## config.mk

```make
export PLATFORM = sky130hd
export DESIGN_NAME = muldiv_unit
export DESIGN_NICKNAME = d
export VERILOG_FILES = /design/src/rtl/muldiv_pkg.sv /design/src/rtl/muldiv_step.sv /design/src/rtl/muldiv_unit.sv
export SDC_FILE = /design/constraint.sdc
export NUM_CORES = 1
export LEC_CHECK = 0
export BUFFER_PORTS_ARGS = -buffer_cell sky130_fd_sc_hd__clkbuf_2
export CAP_MARGIN = 20
export CORE_MARGIN = 10
export CORE_UTILIZATION = 35
export CTS_BUF_LIST = sky130_fd_sc_hd__clkbuf_2 sky130_fd_sc_hd__clkbuf_4 sky130_fd_sc_hd__clkbuf_8
export DETAILED_ROUTE_END_ITERATION = 12
export HOLD_SLACK_MARGIN = 0.05
export PLACE_DENSITY = 0.52
export SKIP_CTS_REPAIR_TIMING = 1
export SLEW_MARGIN = 40
export SYNTH_ARGS = -nofsm -noshare
export SYNTH_HDL_FRONTEND = slang
export SYNTH_SLANG_ARGS = --single-unit
```

## constraint.sdc

```tcl
create_clock -name clk -period 7.85 [get_ports clk]
set_clock_uncertainty 0.2 [all_clocks]
set_input_delay 1.9625 -clock clk [delete_from_list [all_inputs] [get_ports clk]]
set_output_delay 1.9625 -clock clk [all_outputs]
set_load 0.02 [all_outputs]
```

## src/rtl/muldiv_pkg.sv

```systemverilog
// rtl/muldiv_pkg.sv - shared encodings and constants for the multiply/divide unit
package muldiv_pkg;

    localparam logic [1:0] OP_MULT  = 2'b00;
    localparam logic [1:0] OP_MULTU = 2'b01;
    localparam logic [1:0] OP_DIV   = 2'b10;
    localparam logic [1:0] OP_DIVU  = 2'b11;

    localparam int ITERATIONS = 32;
    localparam int CNT_W      = $clog2(ITERATIONS);

    typedef enum logic [1:0] {
        IDLE = 2'd0,
        RUN  = 2'd1,
        FIN  = 2'd2
    } state_t;

endpackage

```

## src/rtl/muldiv_step.sv

```systemverilog
// rtl/muldiv_step.sv - one radix-2 iteration of shift-add multiply or restoring divide
module muldiv_step
    import muldiv_pkg::*;
#(
    parameter int WIDTH = 32
) (
    input  logic                 is_div,
    input  logic [WIDTH-1:0]     opnd,
    input  logic [2*WIDTH-1:0]   acc_in,
    output logic [2*WIDTH-1:0]   acc_out
);

    logic [WIDTH:0]     sum;
    logic [WIDTH:0]     shifted;
    logic [WIDTH:0]     diff;
    logic               q_bit;
    logic [WIDTH-1:0]   rem_next;

    // Multiply: acc = {partial product, remaining multiplier bits}; add on lsb then shift right.
    // Divide: acc = {remainder, dividend/quotient}; shift left one bit and trial-subtract the divisor.
    always_comb begin
        sum      = {1'b0, acc_in[2*WIDTH-1:WIDTH]} + (acc_in[0] ? {1'b0, opnd} : '0);
        shifted  = acc_in[2*WIDTH-1:WIDTH-1];
        diff     = shifted - {1'b0, opnd};
        q_bit    = ~diff[WIDTH];
        rem_next = q_bit ? diff[WIDTH-1:0] : shifted[WIDTH-1:0];
        if (is_div) begin
            acc_out = {rem_next, acc_in[WIDTH-2:0], q_bit};
        end else begin
            acc_out = {sum, acc_in[WIDTH-1:1]};
        end
    end

endmodule

```

## src/rtl/muldiv_unit.sv

```systemverilog
// rtl/muldiv_unit.sv - iterative MIPS MULT/MULTU/DIV/DIVU unit with HI/LO registers
module muldiv_unit
    import muldiv_pkg::*;
#(
    parameter int WIDTH = 32
) (
    input  logic             clk,
    input  logic             rst,
    input  logic             start,
    input  logic [1:0]       op,
    input  logic [WIDTH-1:0] A,
    input  logic [WIDTH-1:0] B,
    input  logic             hi_we,
    input  logic             lo_we,
    input  logic [WIDTH-1:0] wdata,
    output logic             busy,
    output logic             done,
    output logic [WIDTH-1:0] hi,
    output logic [WIDTH-1:0] lo
);

    state_t               state_q, state_d;
    logic [1:0]           op_q, op_d;
    logic [CNT_W-1:0]     cnt_q, cnt_d;
    logic [WIDTH-1:0]     opnd_q, opnd_d;
    logic [2*WIDTH-1:0]   acc_q, acc_d;
    logic                 neg_q, neg_d;
    logic                 rem_neg_q, rem_neg_d;
    logic [WIDTH-1:0]     hi_q, hi_d;
    logic [WIDTH-1:0]     lo_q, lo_d;
    logic                 done_q, done_d;

    logic                 signed_op;
    logic [WIDTH-1:0]     a_mag;
    logic [WIDTH-1:0]     b_mag;
    logic [2*WIDTH-1:0]   prod;
    logic [2*WIDTH-1:0]   step_acc;

    muldiv_step #(.WIDTH(WIDTH)) u_step (
        .is_div  (op_q[1]),
        .opnd    (opnd_q),
        .acc_in  (acc_q),
        .acc_out (step_acc)
    );

    // Next-state logic: operand capture in IDLE, one step per RUN cycle, sign fix and HI/LO write in FIN.
    always_comb begin
        state_d   = state_q;
        op_d      = op_q;
        cnt_d     = cnt_q;
        opnd_d    = opnd_q;
        acc_d     = acc_q;
        neg_d     = neg_q;
        rem_neg_d = rem_neg_q;
        hi_d      = hi_q;
        lo_d      = lo_q;
        done_d    = 1'b0;
        signed_op = ~op[0];
        a_mag     = (signed_op && A[WIDTH-1]) ? -A : A;
        b_mag     = (signed_op && B[WIDTH-1]) ? -B : B;
        prod      = neg_q ? -acc_q : acc_q;

        case (state_q)
            IDLE: begin
                // MTHI/MTLO only land while idle; a same-cycle start result overwrites them at FIN.
                if (hi_we) hi_d = wdata;
                if (lo_we) lo_d = wdata;
                if (start) begin
                    state_d   = RUN;
                    op_d      = op;
                    cnt_d     = '0;
                    neg_d     = signed_op & (A[WIDTH-1] ^ B[WIDTH-1]);
                    rem_neg_d = signed_op & A[WIDTH-1];
                    if (op[1]) begin
                        opnd_d = b_mag;
                        acc_d  = {{WIDTH{1'b0}}, a_mag};
                    end else begin
                        opnd_d = a_mag;
                        acc_d  = {{WIDTH{1'b0}}, b_mag};
                    end
                end
            end
            RUN: begin
                acc_d = step_acc;
                cnt_d = cnt_q + 1'b1;
                if (cnt_q == CNT_W'(ITERATIONS - 1)) state_d = FIN;
            end
            FIN: begin
                if (op_q[1]) begin
                    hi_d = rem_neg_q ? -acc_q[2*WIDTH-1:WIDTH] : acc_q[2*WIDTH-1:WIDTH];
                    lo_d = neg_q ? -acc_q[WIDTH-1:0] : acc_q[WIDTH-1:0];
                end else begin
                    hi_d = prod[2*WIDTH-1:WIDTH];
                    lo_d = prod[WIDTH-1:0];
                end
                done_d  = 1'b1;
                state_d = IDLE;
            end
            default: state_d = IDLE;
        endcase
    end

    // State and datapath registers; reset discards any in-flight operation.
    always_ff @(posedge clk) begin
        if (rst) begin
            state_q   <= IDLE;
            op_q      <= '0;
            cnt_q     <= '0;
            opnd_q    <= '0;
            acc_q     <= '0;
            neg_q     <= 1'b0;
            rem_neg_q <= 1'b0;
            hi_q      <= '0;
            lo_q      <= '0;
            done_q    <= 1'b0;
        end else begin
            state_q   <= state_d;
            op_q      <= op_d;
            cnt_q     <= cnt_d;
            opnd_q    <= opnd_d;
            acc_q     <= acc_d;
            neg_q     <= neg_d;
            rem_neg_q <= rem_neg_d;
            hi_q      <= hi_d;
            lo_q      <= lo_d;
            done_q    <= done_d;
        end
    end

    assign busy = (state_q != IDLE);
    assign done = done_q;
    assign hi   = hi_q;
    assign lo   = lo_q;

endmodule

```

Word-level counts from Yosys, hierarchy flattened --
Cells that the tools add are included.
Operators by class: add/sub/neg operators 8, eq/ne operators 7, multiplexer cells 24, bitwise operators 5, reductions and logical operators 11
Operators with widths (count):
- 2-to-1 mux 32 bit | 12
- 2-to-1 mux 64 bit | 3
- negation 32 bit | 4
- case mux 32 bit (2 select lines) | 2
- case mux 64 bit (2 select lines) | 1
- negation 64 bit | 1
- adder 32 x 33 -> 33 bit | 1
- subtractor 33 x 32 -> 33 bit | 1
- case mux 5 bit (2 select lines) | 1
- AND reduction 2 bit | 5
- inequality test 2 bit (second input constant) | 4
- nonzero test 2 bit | 3
- adder 5 x 1 -> 5 bit (second input constant) | 1
- equality test 5 bit (second input constant) | 1
- 2-to-1 mux 5 bit | 1
- 2-to-1 mux 2 bit | 2
- case mux 2 bit (2 select lines) | 1
- AND 1 bit | 2
- equality test 2 x 1 -> 1 bit (second input constant) | 1
- equality test 2 bit (second input constant) | 1
- logical AND 1 bit | 2
- logical NOT 2 bit | 1
- inverter 1 bit | 2
- 2-to-1 mux 1 bit | 1
- XOR 1 bit | 1
Storage, ports and cells: flip-flop bits (word level) 172, input port bits 103, output and inout port bits 66, word-level logic and storage cells 65

Logic depth before layout (Yosys ltp) --
Gate-level depths: netlist (run 1).
depth after elaboration 6, gate-level depth with buffers 15

By module --
Synthesis (run 1) repeated with hierarchy kept, for this count alone.
Unflattened totals: cell total of the unflattened synthesis 1997, area total of the unflattened synthesis 15048.2 µm²
Modules (own cells, without submodules):
- muldiv_unit | instances 1, cells an instance 1309, area an instance 10227.3 µm², sequential area each 3423.3 µm²
- muldiv_step | instances 1, cells an instance 688, area an instance 4820.9 µm², sequential area each 0.0 µm²

Worst setup path before layout (run 1) --
OpenSTA, ideal clock, no wires.
path type input -> register, start point in A[3], end point reg acc_q[18], arrival time 4.184 ns, setup slack 3.370 ns, stages 9, buffers on the path 1, cell sequence or3_1 nor4b_1 and4b_1 clkbuf_1 a21oi_1 xor2_1 nor2_1 a211o_1 a221oi_1
Between the ends: word-level cells in the longest chain between the ends 5
Ends and longest elaborated chain:
- start, declared | line muldiv_unit.sv:11 | input logic [WIDTH-1:0] A,
- negation 32 bit | line muldiv_unit.sv:59 | a_mag = (signed_op && A[WIDTH-1]) ? -A : A;
- 2-to-1 mux 32 bit | line muldiv_unit.sv:59
- 2-to-1 mux 32 bit | line muldiv_unit.sv:74 | if (op[1]) begin
- 2-to-1 mux 64 bit | line muldiv_unit.sv:68 | if (start) begin
- case mux 64 bit (2 select lines) | line muldiv_unit.sv:63 | case (state_q)
- end signal, assigned | line muldiv_unit.sv:110 | acc_q <= '0;
- end signal, assigned | line muldiv_unit.sv:121 | acc_q <= acc_d;
- end, declared | line muldiv_unit.sv:26 | logic [2*WIDTH-1:0] acc_q, acc_d;
No other way between the ends. The select of a mux whose other input is x is not followed. A chain may end at the register's enable or synchronous reset.

Worst setup path in the final report (run 1) --
start point reg acc_q[31], end point reg acc_q[61]
Between the ends: word-level cells in the longest chain between the ends 4
Ends and longest elaborated chain:
- subtractor 33 x 32 -> 33 bit | line muldiv_step.sv:24 | diff = shifted - {1'b0, opnd};
- 2-to-1 mux 32 bit | line muldiv_step.sv:26 | rem_next = q_bit ? diff[WIDTH-1:0] : shifted[WIDTH-1:0];
- 2-to-1 mux 64 bit | line muldiv_step.sv:27 | if (is_div) begin
- case mux 64 bit (2 select lines) | line muldiv_unit.sv:63
No other way between the ends.

==> metrics.md, run 1 <==
| Metric | Value |
|---|---|
| Fillers | `4,395` |
| TritonCTS clock tree | `yes` |
| GRT Util Overall | `0.231` |
| Initial drt markers | `1,444` |
| Most frequent cells in the layout | `nor2_1, a21oi_1, nand2_1` |
| Post-DP HPWL | `46,900 µm` |
| Post-route minimum period | `4750 ps` |
| Synthesized area per cell | `7.29 µm²` |
| Die width | `~220 µm` |
| R2R cell count | `13` |
| FF-to-FF setup slack | `3100 ps` |
| Launching point of the worst reg2reg path | `acc_q[31]` |
| CTS clk-pin slew, worst paths | `110 ps` |
| Switch share | `0.408` |
| Sequential fraction of the synthesis area | `0.233` |
| Clk root buf | `clkbuf_8` |
| Detailed Routing Iterations Pass 1 | `6` |
| Fin cells | `between 2,000 and 3,000` |
| Worst Path Required | `8070 ps` |
| Main area contributors after synthesis | `dfxtp_1, a21oi_1, nor2_1` |
| Net Count, Synth | `2,190` |
| Rows | `74` |
| Worst-margin pin slew | `840 ps` |
| Type of the tightest min-delay check | `flip-flop to flip-flop` |
| Via density | `5.93` |
| NetSw | `1.06 mW` |
| Status | `finished, final reports clean` |
| Yosys cell types | `approximately 80` |
| Share of the synthesized area in the top cell type | `0.233` |
| First-pass GRT wire length | `around 91,000 µm` |
| Clock network fraction of total power | `0.261` |
| Primary FF master, synth | `dfxtp_1` |
| Post-synth ARST share | `0` |
| Post-synth EDFFs | `0` |
| Sequential power share | `0.392` |
| R2r endpoint | `acc_q[61]` |
| Sequential Area | `0.00342 mm²` |
| Crit. End Element | `flip-flop` |
| Largest net degree at the start of global routing | `80` |
| Cell Pwr Density | `between 150 and 200 mW/mm²` |
| Largest fanout on the critical path | `13` |
| Final setup TNS | `0 ps` |
| CTS sink cnt | `171` |
| Slew HR | `0.440` |
| Antenna violations before repair | `0` |
| End point of the critical path | `acc_q[61]` |
| Vias in the first global route | `14,700` |
| DP Cell Count | `2,589` |
| Die height | `225 µm` |
| Setup Viol. Count Final | `0` |
| Max Root-Sink Buffers | `2` |
| Remaining Overflow, GRT | `0` |
| Port bufs | `between 150 and 200` |
| Synth warn | `0` |
| Worst-Skew Late Latency | `520 ps` |
| Worst setup SP type | `flip-flop` |
| Most common cell after layout, fill and taps aside | `nor2_1` |
| Final Wtd Congestion | `0.935` |
| Share of the cycle needed by the critical path after routing | `0.605` |
| Area occupied by multi-input gates | `0.0105 mm²` |
| Worst VDD drop | `0.000104 V` |
| Netlist Area Pre-Place | `around 0.015 mm²` |
| RSZ-0062 raised after global routing | `no` |
| # DRC | `0` |
| # Max-Cap Violations | `0` |
| Area grow syn2layout | `10.7%` |
| Core area | `between 0.04 and 0.05 mm²` |
| Ports | `between 150 and 200` |
| Mapped Cells | `2,015` |
| Layout cells sized above 1 | `0.125` |
| Max-slew violation count | `0` |
| DR vias | `15,500` |
| Crit path DAT | `4970 ps` |
| Int Power | `1.53 mW` |
| Remaining antenna violation count | `0` |
| Gate power share | `0.347` |
| WL/cell | `between 20 and 25 µm` |
| P_leak | `roughly 6.5 nW` |
| CTS buffer count | `17` |
| Fmax achieved | `~0.21 GHz` |
| Critical path type | `flip-flop to flip-flop` |
| Die Footprint | `roughly 0.05 mm²` |
| Final WL | `60,200 µm` |
| Leading area contributor after synthesis | `dfxtp_1` |
| Layout net count | `2,251` |
| H-tree Lvls | `4` |
| Final hold violation count | `0` |
| Worst Hold Depth | `2` |
| Number of synthesized register bits | `171` |
| Worst Setup SP | `acc_q[31]` |
| Initial core utilization | `0.357` |
## final cells by class
class | count | share of cell area
Sequential cell | 171 | 0.211
Clock inverter | 14 | 0.0100
Antenna cell | 1 | 0.000154
Multi-Input combinational cell | 1626 | 0.645
Inverter | 68 | 0.0157
Clock buffer | 17 | 0.0144
Timing Repair Buffer | 192 | 0.0630
Tap cell | 532 | 0.0410
## how the worst min path moves through the flow
stage / startpoint / end / slack, ps
floorplan: cnt_q[3] / cnt_q[3] / 230
global placement: hi[4] / hi[4] / 240
detailed placement: hi[10] / hi[10] / 240
CTS: opnd_q[16] / opnd_q[16] / 260
global route: opnd_q[5] / opnd_q[5] / 280
finish: opnd_q[3] / opnd_q[3] / 260
## cell families after synthesis
kind of cell    share of synthesized area
fa+ha+maj                          0.0624
xor+xnor                            0.100
buf+inv                            0.0576
simple gates                        0.210
flops                               0.233
compound gates                      0.305
mux                                0.0309
## flip-flops by register name, indices dropped and copies added, names as in the netlist
register and count:
hi 32, op_q 1, acc_q 64, cnt_q 5, lo 32, rem_neg_q 1, state_q 2, opnd_q 32
done 1, neg_q 1
## stage by stage
| stage | worst slack (ps) | hold WS [ps] | power (mW) | util | instance area, µm² |
|---|---|---|---|---|---|
| 3_3_place_gp | 2800 | 238 | 1.92 | 0.385 | 15800 |
| 2_1_floorplan | 3370 | 229 | 1.62 | - | 14700 |
| 6_report | 3100 | 260 | 2.59 | 0.395 | 16200 |
| 4_1_cts | 3160 | 261 | 2.59 | 0.395 | 16200 |
| 3_5_place_dp | 2720 | 243 | 1.92 | 0.385 | 15800 |
| 5_1_grt | 2800 | 282 | 2.73 | 0.395 | 16200 |
## routing by layer
layer | wire (µm) | GRT usage | part of all wire
met1 | 28300 | 0.318 | 0.47
met2 | 26100 | 0.352 | 0.43
met3 | 3650 | 0.0380 | 0.061
met4 | 2170 | 0.0923 | 0.036
met5 | 0 | 0 | 0
## worst max-delay path, cell delays in order (launching register included)
cell	delay, ps
dfxtp_1	470
inv_1	140
ha_1	240
fa_1	410
nor2b_1	170
o31ai_1	130
a21oi_1	300
a31oi_1	350
nor4_1	640
o31a_1	580
nor2_2	270
buf_4	290
o41a_1	330
o211a_1	120
## synth_stat cells, drive strengths merged (11+ instances only)
cell / count
nor2: 248
a21oi: 205
nand2: 184
dfxtp: 171
clkbuf: 119
o21ai: 109
a211oi: 90
xnor2: 89
xor2: 79
ha: 70
inv: 67
o211ai: 47
nor3: 45
mux2i: 43
buf: 31
o31ai: 31
nand3: 30
nor2b: 28
nor4: 25
a31oi: 23
a21o: 22
o41ai: 20
a22oi: 16
a311oi: 13
or4: 13
and3: 12
nand2b: 12
or3: 12
o22ai: 11
## power by group through the flow
stage | clock [mW] | combinational, mW | sequential, mW
global route | 0.723 | 0.986 | 1.02
floorplan | 0 | 0.611 | 1.01
global placement | 0 | 0.885 | 1.03
finish | 0.676 | 0.899 | 1.01
CTS | 0.689 | 0.892 | 1.01
detailed placement | 0 | 0.888 | 1.03
Power figures use the tool's default switching activity.
==> run 2: changes to the inputs <==
--- a/config.mk
+++ b/config.mk
@@ -5,6 +5,7 @@
 export SDC_FILE = /design/constraint.sdc
 export NUM_CORES = 1
 export LEC_CHECK = 0
+export ABC_AREA = 1
 export BUFFER_PORTS_ARGS = -buffer_cell sky130_fd_sc_hd__clkbuf_2
 export CAP_MARGIN = 20
 export CORE_MARGIN = 10
@@ -12,7 +13,7 @@
 export CTS_BUF_LIST = sky130_fd_sc_hd__clkbuf_2 sky130_fd_sc_hd__clkbuf_4 sky130_fd_sc_hd__clkbuf_8
 export DETAILED_ROUTE_END_ITERATION = 12
 export HOLD_SLACK_MARGIN = 0.05
-export PLACE_DENSITY = 0.52
+export PLACE_DENSITY = 0.54
 export SKIP_CTS_REPAIR_TIMING = 1
 export SLEW_MARGIN = 40
 export SYNTH_ARGS = -nofsm -noshare
==> constraint.sdc (replaced) <==
create_clock -name clk -period 4.2 [get_ports clk]
set_clock_uncertainty 0.2 [all_clocks]
set_input_delay 1.05 -clock clk [delete_from_list [all_inputs] [get_ports clk]]
set_output_delay 1.05 -clock clk [all_outputs]
set_load 0.02 [all_outputs]
==> run 2 against run 1 <==
Flip-flop and latch count stayed put; wire length grew 40%; power increased by 130%; critical path type unchanged.
==> metrics.md, run 2 <==
| Metric | Value |
|---|---|
| Status | `finished, final reports clean` |
| Critical path type | `flip-flop to flip-flop` |
| Switch share | `0.487` |
| Detailed Routing Iterations Pass 1 | `6` |
| Sequential power share | `0.319` |
| Remaining antenna violation count | `0` |
| Post-route minimum period | `about 3600 ps` |
| TritonCTS clock tree | `yes` |
| RSZ-0062 raised after global routing | `no` |
| Crit. End Element | `flip-flop` |
| P_leak | `9.60 nW` |
| Worst-margin pin slew | `789 ps` |
| Die Footprint | `between 0.05 and 0.06 mm²` |
| CTS buffer count | `17` |
| Worst Path Required | `4450 ps` |
| Max-slew violation count | `0` |
| Antenna violations before repair | `2` |
| Layout net count | `approximately 3,400` |
| CTS clk-pin slew, worst paths | `about 110 ps` |
| Largest Register | `acc_q` |
| Leading area contributor after synthesis | `dfxtp_1` |
| Initial drt markers | `between 2,000 and 2,500` |
| Fillers | `between 5,000 and 6,000` |
| First-pass GRT wire length | `125,000 µm` |
| Sequential Area | `0.00342 mm²` |
| Share of the synthesized area in the top cell type | `0.198` |
| Worst VDD drop | `approximately 0.00022 V` |
| Final setup TNS | `0 ps` |
| Final WL | `84,300 µm` |
| Die height | `between 200 and 250 µm` |
| Remaining Overflow, GRT | `0` |
| Max Root-Sink Buffers | `2` |
| CTS sink cnt | `171` |
| GRT Util Overall | `0.275` |
| Most frequent cells in the layout | `nand2_1, inv_1, nand3_1` |
| Post-synth EDFFs | `0` |
| Worst setup SP type | `flip-flop` |
| Largest net degree at the start of global routing | `85` |
| Setup Viol. Count Final | `0` |
| Post-DP HPWL | `69,200 µm` |
| Most common cell after layout, fill and taps aside | `nand2_1` |
| Fmax achieved | `0.277 GHz` |
| Rows | `81` |
| Area occupied by multi-input gates | `between 0.01 and 0.015 mm²` |
| Main area contributors after synthesis | `dfxtp_1, nand2_1, inv_1` |
| Netlist Area Pre-Place | `0.0173 mm²` |
| Post-synth ARST share | `0` |
| Die width | `242 µm` |
| Final hold violation count | `0` |
| Cell Pwr Density | `308 mW/mm²` |
| Total power | `slightly below 6 mW` |
| Largest register FFs | `64` |
| # Max-Cap Violations | `0` |
| Final hold slack | `about 280 ps` |
| Area grow syn2layout | `11.8%` |
| Design area | `0.0193 mm²` |
| Ports | `169` |
| Port bufs | `168` |
| H-tree Lvls | `4` |
| Vias in the first global route | `about 20,000` |
| Layout cells sized above 1 | `0.105` |
| Initial core utilization | `0.354` |
| Synth warn | `0` |
| DR vias | `about 21,000` |
| Number of synthesized register bits | `171` |
| Clock network fraction of total power | `0.218` |
| # DRC | `0` |
| Primary FF master, synth | `dfxtp_1` |
| Core area | `between 0.04 and 0.05 mm²` |
| Worst-Skew Late Latency | `510 ps` |
| Mapped Cells | `3,075` |
| Synth top cells by count | `nand2_1, inv_1, nand3_1, o21ai_0, a21oi_1` |
| Slew HR | `0.473` |
| Placed Area | `0.0189 mm²` |
| Most frequent cell after synthesis | `nand2_1` |
| Via density | `~5.5` |
| Type of the tightest min-delay check | `flip-flop to flip-flop` |
| Sequential fraction of the synthesis area | `0.198` |
| Final Wtd Congestion | `1.03` |
| Largest fanout on the critical path | `38` |
| Clk root buf | `clkbuf_8` |
| Gate power share | `0.463` |
| Yosys cell types | `49` |
| Share of the cycle needed by the critical path after routing | `0.859` |
| Synthesized area per cell | `between 5 and 6 µm²` |
| WL/cell | `21.8 µm` |
| Crit path DAT | `3860 ps` |
| NetSw | `2.90 mW` |
| Int Power | `approximately 3.1 mW` |
| Net Count, Synth | `3,250` |
run 2: cell type report:
type                    count  share of cell area
clock inverters            15             0.00905
inverters                 462              0.0898
diodes                      1            0.000129
repair buffers            226              0.0668
flip-flops and latches    171               0.177
multi-input cells        2320               0.602
well taps                 664              0.0429
clock buffers              17              0.0121
run 2: cells by family (layout without fill, tap and decap cells):
logic type | after synthesis | after routing | synth area share
and+or+nand+nor | 1521 | 1521 | 0.378
AOI/OAI and AO/OA | 670 | 670 | 0.212
buffers and inverters | 584 | 720 | 0.131
DFF | 171 | 171 | 0.198
adders and majority gates | 72 | 72 | 0.0529
xor gates and xnor gates | 57 | 57 | 0.0288
other | 0 | 1 | 0
run 2: per-layer routing:
layer,vias up,wire (µm),GRT usage
li1,10300,-,-
met1,9873,38100,0.377
met2,897,36700,0.423
met3,106,6530,0.0483
met4,2,3000,0.101
met5,-,14,0
run 2: worst paths after layout:
| path | cells after the start | endpoint | startpoint | slack, ps |
|---|---|---|---|---|
| worst min register to register | 2 | cnt_q[3] | cnt_q[3] | 280 |
| worst max register to register | 18 | acc_q[58] | acc_q[31] | 590 |
| worst min-delay path | 2 | cnt_q[3] | cnt_q[3] | 280 |
| worst max-delay path | 18 | acc_q[58] | acc_q[31] | 590 |
run 2: worst max-delay path, cell delays in order, from the launching register on:
cell	delay, ps
dfxtp_1	400
inv_1	170
ha_1	260
fa_1	370
inv_1	100
nand2_1	100
nand2_1	110
nand3_1	90
nand2_2	140
nand2_1	80
nand2_2	80
nand2_2	70
nand3_2	270
nand2_4	380
inv_2	340
nand2_1	90
nand3_1	100
nand2_1	60
a21oi_1	120
run 2: stage by stage:
step / std cells / utilization / setup WS [ps]
floorplan: 3075 / - / 1350
detailed placement: 3843 / 0.387 / 621
CTS: 3875 / 0.395 / 595
global route: 3876 / 0.395 / 312
global placement: 3843 / 0.387 / 592
finish: 3876 / 0.395 / 591
run 2: power by group through the flow:
stage | combinational [mW] | sequential (mW) | clock [mW]
3_5_place_dp | 2.70 | 1.93 | 0
5_1_grt | 3.05 | 1.92 | 1.38
2_1_floorplan | 1.81 | 1.94 | 0
3_3_place_gp | 2.71 | 1.93 | 0
6_report | 2.76 | 1.90 | 1.30
4_1_cts | 2.71 | 1.90 | 1.32
